===== src/rtl/av_pattern_sequencer.sv =====
// Raster timing, pattern scheduling and audio pacing for the AV test-pattern generator.
// Outputs are registered together with the counters they describe.
module av_pattern_sequencer #(
    parameter int H_ACTIVE           = 640,
    parameter int H_FRONT            = 16,
    parameter int H_SYNC             = 96,
    parameter int H_BACK             = 48,
    parameter int V_ACTIVE           = 480,
    parameter int V_FRONT            = 10,
    parameter int V_SYNC             = 2,
    parameter int V_BACK             = 33,
    parameter bit SYNC_ACTIVE        = 1'b0,
    parameter int NUM_PATTERNS       = 4,
    parameter int FRAMES_PER_PATTERN = 120,
    parameter int AUDIO_INC          = 48,
    parameter int AUDIO_MOD          = 25175,
    localparam int H_TOTAL = H_ACTIVE + H_FRONT + H_SYNC + H_BACK,
    localparam int V_TOTAL = V_ACTIVE + V_FRONT + V_SYNC + V_BACK,
    localparam int PW      = $clog2(NUM_PATTERNS),
    localparam int HW      = $clog2(H_TOTAL),
    localparam int VW      = $clog2(V_TOTAL)
) (
    input  logic          clock,
    input  logic          reset_n,
    input  logic          enable,
    input  logic          next_pattern,
    input  logic          auto_advance,
    output logic [PW-1:0] pattern_sel,
    output logic [HW-1:0] h_count,
    output logic [VW-1:0] v_count,
    output logic          hsync,
    output logic          vsync,
    output logic          active,
    output logic          line_start,
    output logic          frame_start,
    output logic          audio_strobe
);

    localparam int FW = $clog2(FRAMES_PER_PATTERN + 1);
    localparam int AW = $clog2(AUDIO_MOD + AUDIO_INC);

    localparam logic [HW-1:0] H_LAST = HW'(H_TOTAL - 1);
    localparam logic [VW-1:0] V_LAST = VW'(V_TOTAL - 1);
    localparam logic [HW:0]   H_ACT  = (HW+1)'(H_ACTIVE);
    localparam logic [HW:0]   HS_LO  = (HW+1)'(H_ACTIVE + H_FRONT);
    localparam logic [HW:0]   HS_HI  = (HW+1)'(H_ACTIVE + H_FRONT + H_SYNC);
    localparam logic [VW:0]   V_ACT  = (VW+1)'(V_ACTIVE);
    localparam logic [VW:0]   VS_LO  = (VW+1)'(V_ACTIVE + V_FRONT);
    localparam logic [VW:0]   VS_HI  = (VW+1)'(V_ACTIVE + V_FRONT + V_SYNC);
    localparam logic [PW-1:0] P_LAST = PW'(NUM_PATTERNS - 1);
    localparam logic [FW-1:0] F_LAST = FW'(FRAMES_PER_PATTERN - 1);
    localparam logic [AW-1:0] A_INC  = AW'(AUDIO_INC);
    localparam logic [AW-1:0] A_MOD  = AW'(AUDIO_MOD);

    if (AUDIO_INC >= AUDIO_MOD) begin : g_bad_audio
        $error("AUDIO_INC must be smaller than AUDIO_MOD");
    end
    if (NUM_PATTERNS < 2) begin : g_bad_patterns
        $error("NUM_PATTERNS must be at least 2");
    end
    if (FRAMES_PER_PATTERN < 1) begin : g_bad_frames
        $error("FRAMES_PER_PATTERN must be at least 1");
    end

    logic [HW-1:0] h_q, h_d;
    logic [VW-1:0] v_q, v_d;
    logic [PW-1:0] pat_q, pat_d;
    logic [FW-1:0] frm_q, frm_d;
    logic [AW-1:0] acc_q, acc_d;
    logic [AW-1:0] acc_sum;
    logic          pend_q, pend_d;
    logic          hs_q, hs_d;
    logic          vs_q, vs_d;
    logic          act_q, act_d;
    logic          ls_q, ls_d;
    logic          fs_q, fs_d;
    logic          au_q, au_d;
    logic          req;
    logic          adv_auto;

    // Next pixel/line position and the decode of that position.
    always_comb begin
        h_d   = h_q;
        v_d   = v_q;
        ls_d  = 1'b0;
        fs_d  = 1'b0;
        act_d = act_q;
        hs_d  = hs_q;
        vs_d  = vs_q;
        if (enable) begin
            if (h_q == H_LAST) begin
                h_d = '0;
                if (v_q == V_LAST) begin
                    v_d = '0;
                end else begin
                    v_d = v_q + 1'b1;
                end
            end else begin
                h_d = h_q + 1'b1;
            end
            ls_d  = (h_d == '0);
            fs_d  = (h_d == '0) && (v_d == '0);
            act_d = ({1'b0, h_d} < H_ACT) && ({1'b0, v_d} < V_ACT);
            hs_d  = (({1'b0, h_d} >= HS_LO) && ({1'b0, h_d} < HS_HI))
                    ? SYNC_ACTIVE : ~SYNC_ACTIVE;
            vs_d  = (({1'b0, v_d} >= VS_LO) && ({1'b0, v_d} < VS_HI))
                    ? SYNC_ACTIVE : ~SYNC_ACTIVE;
        end
    end

    // Pattern selection: pending manual request and auto frame counter,
    // both resolved at the frame boundary into at most one advance.
    always_comb begin
        pat_d    = pat_q;
        frm_d    = frm_q;
        pend_d   = pend_q | next_pattern;
        req      = pend_q | next_pattern;
        adv_auto = 1'b0;
        if (enable && !auto_advance) begin
            frm_d = '0;
        end
        if (fs_d) begin
            if (auto_advance) begin
                if (frm_q == F_LAST) begin
                    adv_auto = 1'b1;
                end else begin
                    frm_d = frm_q + 1'b1;
                end
            end
            if (req || adv_auto) begin
                pat_d = (pat_q == P_LAST) ? '0 : pat_q + 1'b1;
                frm_d = '0;
            end
            pend_d = 1'b0;
        end
    end

    // Fractional-rate audio strobe from a modulo accumulator.
    always_comb begin
        acc_sum = acc_q + A_INC;
        acc_d   = acc_q;
        au_d    = 1'b0;
        if (enable) begin
            if (acc_sum >= A_MOD) begin
                acc_d = acc_sum - A_MOD;
                au_d  = 1'b1;
            end else begin
                acc_d = acc_sum;
            end
        end
    end

    // State and output registers.
    always_ff @(posedge clock or negedge reset_n) begin
        if (!reset_n) begin
            h_q    <= '0;
            v_q    <= '0;
            pat_q  <= '0;
            frm_q  <= '0;
            acc_q  <= '0;
            pend_q <= 1'b0;
            hs_q   <= ~SYNC_ACTIVE;
            vs_q   <= ~SYNC_ACTIVE;
            act_q  <= 1'b1;
            ls_q   <= 1'b0;
            fs_q   <= 1'b0;
            au_q   <= 1'b0;
        end else begin
            h_q    <= h_d;
            v_q    <= v_d;
            pat_q  <= pat_d;
            frm_q  <= frm_d;
            acc_q  <= acc_d;
            pend_q <= pend_d;
            hs_q   <= hs_d;
            vs_q   <= vs_d;
            act_q  <= act_d;
            ls_q   <= ls_d;
            fs_q   <= fs_d;
            au_q   <= au_d;
        end
    end

    assign pattern_sel  = pat_q;
    assign h_count      = h_q;
    assign v_count      = v_q;
    assign hsync        = hs_q;
    assign vsync        = vs_q;
    assign active       = act_q;
    assign line_start   = ls_q;
    assign frame_start  = fs_q;
    assign audio_strobe = au_q;

endmodule


===== config.mk =====
export PLATFORM = sky130hd
export DESIGN_NAME = av_pattern_sequencer
export DESIGN_NICKNAME = d
export VERILOG_FILES = /design/src/rtl/av_pattern_sequencer.sv
export SDC_FILE = /design/constraint.sdc
export NUM_CORES = 1
export LEC_CHECK = 0
export CORE_UTILIZATION = 58
export DETAILED_ROUTE_END_ITERATION = 7
export DONT_BUFFER_PORTS = 1
export HOLD_SLACK_MARGIN = 0.03
export PLACE_DENSITY = 0.87
export SLEW_MARGIN = 20
export SYNTH_ARGS = -nofsm -noshare
export SYNTH_HDL_FRONTEND = slang
export SYNTH_SLANG_ARGS = --single-unit

===== constraint.sdc =====
create_clock -name clock -period 3.1 [get_ports clock]
set_clock_uncertainty 0.05 [all_clocks]
set_input_delay 0.93 -clock clock [delete_from_list [all_inputs] [get_ports clock]]
set_output_delay 0.93 -clock clock [all_outputs]
set_load 0.01 [all_outputs]

==> flow_summary.toml, run 1 <==
[finish]
final_common_cell = "dfrtp_1"
syn_to_final_growth_pct = 7.68
nNetsFinal = 424
num_antenna_cells = 0
most-common-layout-cells = "dfrtp_1, nand2_1, nor2_1"
stdcell_count = 483
final_area_mm2 = 0.00372
drive_above_1_share = 0.131

[grt]
top_usage_layer = "met2"
track_usage = 0.274
use_met3 = 0.0644
grt_first_pass_wirelength_mm = 13.6
grt_pass1_vias = 3025
met1_usage = 0.333
grt-ovfl-total = 0
grtUsageMet2 = 0.461
antenna_found_initial = 0
grt_max_degree = 52

[floorplan]
ioPinCount = 33
die_w_um = 79.2
die_y_um = 79.2
coreArea_mm2 = 0.00561
rows = 27
dieArea_mm2 = 0.00627
start_util = 0.616

[timing]
fin_crit_ps = 2960
hold_viol = 0
setup_viol = 0
worst_slack_ps = 142
drv_slew = 0
rsz0062_at_grt = "false"
tightest_slew_ps = 590
post-route-period-util = 0.954
max_clock_freq_mhz = 338
slew_headroom = 0.603
holdWs_ps = 238

[detailed_routing]
drc = 0
vias_per_cell = 6.42
routed_wl_mm = 7.98
avgRoutedWirePerCell_um = 16.5
drtIter0Drc = 345
dr.pass1.iters = 5
via_count = 3100
ant_nets = 0

[pwr]
p_per_area_mw_per_mm2 = 625
p_leak_nw = 1.54
totalPowerFinal_w = 0.00233
peakVddDrop_mv = 0.513

[clock_tree]
clk_pin_slew_ps = 100
cts_buffers = 5
cts_max_path_buffers = 2
cts_tree = "yes"
htree_levels = 2
cts_hold_buf = 0
insertion_delay_ps = 320
clkSinkCount = 51
ctsRootBufferMaster = "clkbuf_8"

[placement]
gp_congestion = 0.866
place_ws_ps = -0.0637
portBuffers = 0
detailedPlacementHpwl_mm = 5.65
dp_cells = 473
place_area_mm2 = 0.00360

[synthesis]
yosys_register_bits = 51
synth_compound_area_frac = 0.182
yosys.cell_types.count = 64
syn_area_per_cell_um2 = 8.57
syn_nets = 417
ys_seq_area_frac = 0.371
synth_fa_ha_area_frac = 0.0326
syn_inst = 403
synth_top_family_by_area = "simple AND/OR/NAND/NOR gates"
synth_warnings = 0
synth_async_sr_flop_share = 1.00
muxShareOfSynthArea = 0.0308
synth_area_mm2 = 0.00345
synthXorXnorAreaFrac = 0.0736
synth-edff-count = 0
ys.flop_type = "dfrtp_1"
synth_simple_gate_area_frac = 0.264

[setup_path]
cp-end-kind = "flop"
crit_path_cell_trace = "ha_1 > and3_1 > or4_1 > a31oi_1 > and4_1 > nor4b_4 > and2_2 > nor2b_1 > mux2_2"
r2r-start = "h_count[0]"
cp_num_buf_inv = 0
path_delay_family = "simple AND/OR/NAND/NOR gates"
required_ps = 3310
slowest_stage = "or4_1"
cpPeakStageDelay_ps = 440
rrSetupSlack_ps = 140
critPathArrivalTime_ps = 3170
startpoint_type = "flop"
crit_fanout = 6
r2r_cells = 9
crit_type = "reg2reg"
rr_endpoint = "frm_q[0]"

[run_status]
status = "completed"

[worst_hold_path]
min_path_type = "in2async"

[run]
max-cap-violations = 0
-- area by class of cell --
cell class	count	area [um2]
clock inverter	2	16.3
inverter	15	56.3
tap	72	90.1
clock buffer	6	82.6
multi-input combinational	314	2020
sequential	51	1280
timing repair buffer	23	173
fill	472	1890
-- worst register-to-register path: cells and delay by family (launching register included) --
kind                       cells  cell delay, ps
AOI/OAI and AO/OA              1             270
adders and majority gates      1             270
DFF                            1             400
muxes                          1             180
and+or+nand+nor                6            1710
-- Yosys cell counts (3+ instances only) --
library cell   n  area share
dfrtp_1       48        0.35
nand2_1       39       0.042
nor2_1        32       0.035
a21oi_1       26       0.038
o21ai_0       25       0.036
nand3_1       24       0.035
xnor2_1       17       0.043
inv_1         14       0.015
clkbuf_1      12       0.013
nor3_1        12       0.017
xor2_1        12       0.030
ha_1           9       0.033
nand4_1        9       0.016
and3_1         8       0.014
buf_2          8       0.012
a31oi_1        5      0.0091
mux2_2         5       0.016
mux2i_1        5       0.014
or3_1          5      0.0091
a21o_1         4      0.0087
and2_1         4      0.0072
nand2b_1       4      0.0072
nor4_1         4      0.0072
o211ai_1       4      0.0087
or4_1          4      0.0087
a22o_1         3      0.0076
dfstp_2        3       0.023
nor2b_1        3      0.0054
o21a_1         3      0.0065
o22ai_1        3      0.0054
o31ai_1        3      0.0065
or2_2          3      0.0054
-- worst max-delay path by stage --
stage,endpoint,depth (start not counted),start,slack [ps]
floorplan,frm_q[4],10,h_count[0],90
global placement,acc_q[10],10,acc_q[4],210
detailed placement,acc_q[10],10,acc_q[4],-0.06
CTS,frm_q[0],10,h_count[0],190
global route,acc_q[7],10,acc_q[4],20
finish,frm_q[0],9,h_count[0],140
-- what timing repair did --
action                                  in CTS  in global routing
resized for setup                            0                  3
pin swaps                                    1                  0
endpoints found under the setup margin       1                  2
buffers inserted                             2                  0
-- sequential cells by signal, summed over array words and instances (netlist names) --
| register | count |
|---|---|
| hsync | 1 |
| frame_start | 1 |
| vsync | 1 |
| line_start | 1 |
| h_count | 10 |
| pend_q | 1 |
| v_count | 10 |
| frm_q | 7 |
| acc_q | 15 |
| active | 1 |
| audio_strobe | 1 |
| pattern_sel | 2 |
-- power by group --
group | internal (W) | switching (W)
clock | 0.000183 | 0.000239
sequential | 0.000805 | 0.000217
combinational | 0.000375 | 0.000507
total | 0.00136 | 0.000963
-- cell families after synthesis --
kind of cell | Yosys count
DFF | 51
xor gates and xnor gates | 29
adders and majority gates | 9
buffers and inverters | 38
AOI/OAI and AO/OA | 97
muxes | 10
and+or+nand+nor | 169
-- through the flow --
stage / utilization / TNS, ps
2_1_floorplan: - / 0
3_3_place_gp: 0.641 / 0
3_5_place_dp: 0.641 / -0.0637
4_1_cts: 0.662 / 0
5_1_grt: 0.663 / 0
6_report: 0.663 / 0
-- metal layers --
layer	routed length (um)	vias up
met5	0	-
met1	3440	1466
met4	142	0
met2	3900	140
met3	509	17
li1	-	1477
(Power assumes the default switching activity.)
==> run 2: changes to the inputs <==
--- a/config.mk
+++ b/config.mk
@@ -5,7 +5,9 @@
 export SDC_FILE = /design/constraint.sdc
 export NUM_CORES = 1
 export LEC_CHECK = 0
-export CORE_UTILIZATION = 58
+export CELL_PAD_IN_SITES_DETAIL_PLACEMENT = 1
+export CELL_PAD_IN_SITES_GLOBAL_PLACEMENT = 1
+export CORE_UTILIZATION = 44
 export DETAILED_ROUTE_END_ITERATION = 7
 export DONT_BUFFER_PORTS = 1
 export HOLD_SLACK_MARGIN = 0.03
==> run 2 against run 1 <==
  * Non-clock buffer count rose by 4
  * Via count rose by 1.9%
  * Worst hold slack improved by 11 ps
  * Critical path type unchanged
  * Largest cell class unchanged
  * Power rose by 1.2%
  * Cell count rose by 6.4%
  * Sequential power barely moved
  * Utilization fell by 15 points
  * First-iteration DRC count fell by 62%
==> flow_summary.toml, run 2 (synthesis results as in run 1) <==
[grt]
grt_max_degree = 52
grt_first_pass_wirelength_mm = 15.7
grt_pass1_vias = 3349
grt-ovfl-total = 0
antenna_found_initial = 0
track_usage = 0.234

[floorplan]
die_y_um = 90.6
start_util = 0.466
dieArea_mm2 = 0.00821
rows = 31
coreArea_mm2 = 0.00741
die_w_um = 90.6
ioPinCount = 33

[finish]
most-common-layout-cells = "dfrtp_1, nand2_1, nor2_1"
top_register = "acc_q"
nNetsFinal = 428
syn_to_final_growth_pct = 9.75
final_common_cell = "dfrtp_1"
drive_above_1_share = 0.145
largest_register_ffs = 15
num_antenna_cells = 0

[timing]
worst_slack_ps = 138
setup_viol = 0
drv_slew = 0
tightest_slew_ps = 660
slew_headroom = 0.555
post-route-period-util = 0.955
holdWs_ps = 249
max_clock_freq_mhz = 338
fin_crit_ps = 2960
hold_viol = 0

[placement]
place_ws_ps = -106
gp_congestion = 0.847
portBuffers = 0
detailedPlacementHpwl_mm = 6.69

[detailed_routing]
drc = 0
ant_nets = 0
routed_wl_mm = 9.52
avgRoutedWirePerCell_um = 18.5
via_count = 3159
vias_per_cell = 6.15
dr.pass1.iters = 4
drtIter0Drc = 132

[setup_path]
required_ps = 3300
crit_type = "reg2reg"
cp-end-kind = "flop"
rr_endpoint = "frm_q[4]"
startpoint_type = "flop"
r2r-start = "h_count[0]"
r2r_cells = 9
rrSetupSlack_ps = 140
crit_fanout = 6
critPathArrivalTime_ps = 3160

[clock_tree]
insertion_delay_ps = 320
htree_levels = 2
cts_buffers = 5
clk_pin_slew_ps = 90
ctsRootBufferMaster = "clkbuf_8"
cts_max_path_buffers = 2
cts_hold_buf = 0
clkSinkCount = 51
cts_tree = "yes"

[run_status]
status = "completed"

[run]
max-cap-violations = 0

[pwr]
peakVddDrop_mv = 0.456
p_per_area_mw_per_mm2 = 621
p_leak_nw = 1.56

[worst_hold_path]
min_path_type = "in2async"
==> run 2: repair_timing <==
| item | in CTS | in global routing |
|---|---|---|
| setup endpoints to repair | 7 | 12 |
| setup buffers | 2 | 2 |
| hold endpoints to repair | 0 | 0 |
| gates resized for setup | 0 | 8 |
| pin swaps | 1 | 1 |
==> run 2: final cells by class <==
cell class / instances / area [um2]
inverter: 15 / 56.3
timing repair buffer: 27 / 203
clock buffer: 7 / 76.3
multi-input combinational: 314 / 2050
sequential: 51 / 1280
tap: 99 / 124
clock inverter: 1 / 5.00
fill: 898 / 3620
==> run 2: power breakdown <==
group          internal, W  switching [W]  total (W)
registers         0.000805       0.000208    0.00101
clock network     0.000159       0.000220   0.000379
logic             0.000392       0.000570   0.000962
==> run 2: worst max-delay path: stages, from the launching register on <==
cell and delay [ps]:
dfrtp_1 400, ha_1 280, and4_4 240, and3_1 240, a2111o_1 390, a31o_2 280, nor4b_4 410, a31oi_1 130
or3b_1 390, nand3_1 80
==> run 2: stage by stage <==
stage	instances	instance area (um2)	total power (W)	TNS (ps)	utilization
global route	514	3790	0.00251	-18.2	0.512
finish	514	3790	0.00235	0	0.512
detailed placement	502	3650	0.00193	-310	0.492
global placement	502	3650	0.00187	0	0.492
CTS	512	3740	0.00232	0	0.505
floorplan	403	3450	0.00167	0	-
==> run 2: layer usage <==
layer | global-route usage | share of wire | wire (um)
met2 | 0.408 | 0.50 | 4750
met1 | 0.287 | 0.45 | 4240
met5 | 0 | 0 | 0
met4 | 0.0968 | 0.019 | 178
met3 | 0.0362 | 0.037 | 354
==> run 2: worst max-delay path by stage <==
stage	startpoint	end	slack, ps	depth (start not counted)
floorplan	h_count[0]	frm_q[4]	90	10
global placement	acc_q[4]	acc_q[10]	160	10
detailed placement	acc_q[4]	acc_q[10]	-110	10
CTS	h_count[0]	pattern_sel[1]	30	9
global route	acc_q[4]	acc_q[1]	-10	10
finish	h_count[0]	frm_q[4]	140	9
==> run 3: changes to the inputs <==
--- a/config.mk
+++ b/config.mk
@@ -7,6 +7,7 @@
 export LEC_CHECK = 0
 export CELL_PAD_IN_SITES_DETAIL_PLACEMENT = 1
 export CELL_PAD_IN_SITES_GLOBAL_PLACEMENT = 1
+export CORE_MARGIN = 2
 export CORE_UTILIZATION = 44
 export DETAILED_ROUTE_END_ITERATION = 7
 export DONT_BUFFER_PORTS = 1
==> run 3 against run 2 <==
  * Global-route usage decreased by 0.11 points
  * Cell count increased by 0.39%
  * Flip-flop and latch count unchanged
  * Routed wire length about the same
  * Power increased by 7.1%
  * Worst setup slack improved by 36 ps
  * Sequential share of layout area decreased by 0.25 points
  * Sequential power about the same
==> flow_summary.toml, run 3 (synthesis results as in run 1) <==
[finish]
largest_register_ffs = 15
final_common_cell = "dfrtp_1"
most-common-layout-cells = "dfrtp_1, nand2_1, nor2_1"
syn_to_final_growth_pct = 10.7
stdcell_count = 516
nNetsFinal = 427
drive_above_1_share = 0.143
top_register = "acc_q"
final_area_mm2 = 0.00382
num_antenna_cells = 0

[floorplan]
dieArea_mm2 = 0.00857
die_y_um = 92.6
die_w_um = 92.6
start_util = 0.452
ioPinCount = 33
rows = 32
coreArea_mm2 = 0.00765

[timing]
fin_crit_ps = 2930
drv_slew = 0
setup_viol = 0
tightest_slew_ps = 684
tns_ps = 0
max_clock_freq_mhz = 342
hold_viol = 0
slew_headroom = 0.539
post-route-period-util = 0.944

[pwr]
totalPowerFinal_w = 0.00252
peakVddDrop_mv = 0.439
p_per_area_mw_per_mm2 = 659
p_leak_nw = 1.57

[run]
max-cap-violations = 0

[setup_path]
critPathArrivalTime_ps = 3140
cp-end-kind = "flop"
crit_type = "reg2reg"
startpoint_type = "flop"
required_ps = 3310
crit_fanout = 10

[placement]
gp_congestion = 0.825
portBuffers = 0
detailedPlacementHpwl_mm = 6.81
place_area_mm2 = 0.00365
dp_cells = 505

[clock_tree]
clkSinkCount = 51
cts_buffers = 5
clk_pin_slew_ps = 100
cts_hold_buf = 0
htree_levels = 2
cts_tree = "yes"
insertion_delay_ps = 320
ctsRootBufferMaster = "clkbuf_8"
cts_max_path_buffers = 2

[grt]
met1_usage = 0.304
grt_first_pass_wirelength_mm = 16.1
grt_pass1_vias = 3211
top_usage_layer = "met2"
grt-ovfl-total = 0
grt_max_degree = 52
use_met3 = 0.0374
track_usage = 0.233
antenna_found_initial = 0
grtUsageMet2 = 0.402

[worst_hold_path]
min_path_type = "in2async"

[run_status]
status = "completed"

[detailed_routing]
dr.pass1.iters = 4
vias_per_cell = 6.06
via_count = 3128
drtIter0Drc = 112
ant_nets = 0
drc = 0
routed_wl_mm = 9.51
avgRoutedWirePerCell_um = 18.4
run 3: changes by cell type in the layout (fill, tap and decap cells not counted), moves of 2 or more:
cell,before,now
bufinv_16,0,2
clkbuf_1,2,0
nand3_2,2,0
nand3_1,22,24
run 3: final timing paths:
| path | start | to | slack, ps | cells past startpoint |
|---|---|---|---|---|
| max in group asynchronous | reset_n | hsync | 2540 | 0 |
| hold / removal | reset_n | pend_q | 250 | 0 |
| setup / recovery | h_count[0] | frm_q[0] | 170 | 10 |
| hold reg to reg | acc_q[12] | acc_q[12] | 460 | 1 |
| setup reg to reg | h_count[0] | frm_q[0] | 170 | 10 |
| min in group clock | acc_q[12] | acc_q[12] | 460 | 1 |
run 3: area by class of cell:
cell class / instances / area [um2]
inverters: 15 / 56.3
well taps: 102 / 128
clock inverters: 3 / 67.6
fillers: 927 / 3820
repair buffers: 26 / 195
clock buffers: 5 / 68.8
flip-flops and latches: 51 / 1280
multi-input cells: 314 / 2030
run 3: what timing repair did:
| action | 4_1_cts | 5_1_grt |
|---|---|---|
| pin swaps | 1 | 1 |
| buffers inserted | 2 | 1 |
| gates resized for setup | 0 | 4 |
| setup endpoints to repair | 7 | 6 |
run 3: worst max-delay path, stage by stage (launching register included):
cell and delay (ps):
dfrtp_1 400, ha_1 270, and4_4 230, and3_1 300
a2111o_1 410, a31o_2 260, nor4b_4 300, buf_4 180
and2_2 140, nor2b_1 170, mux2_2 170
run 3: per-stage QoR:
step,setup WS (ps),utilization,hold WS [ps]
final,175,0.500,248
after global routing,-2.33,0.500,224
after CTS,86.4,0.497,244
after detailed placement,-143,0.477,444
after global placement,100,0.477,436
after floorplan,89.4,-,418
run 3: report_power, final:
group	total [W]	switching [W]	internal, W
registers	0.00101	0.000205	0.000807
logic	0.000941	0.000548	0.000393
clock network	0.000568	0.000246	0.000322
total	0.00252	0.000998	0.00152
run 3: routing by layer:
layer	vias up	routed length (um)	part of all wire
li1	1481	-	-
met1	1585	4290	0.45
met2	49	4790	0.50
met3	13	277	0.029
met4	0	155	0.016
met5	-	0	0
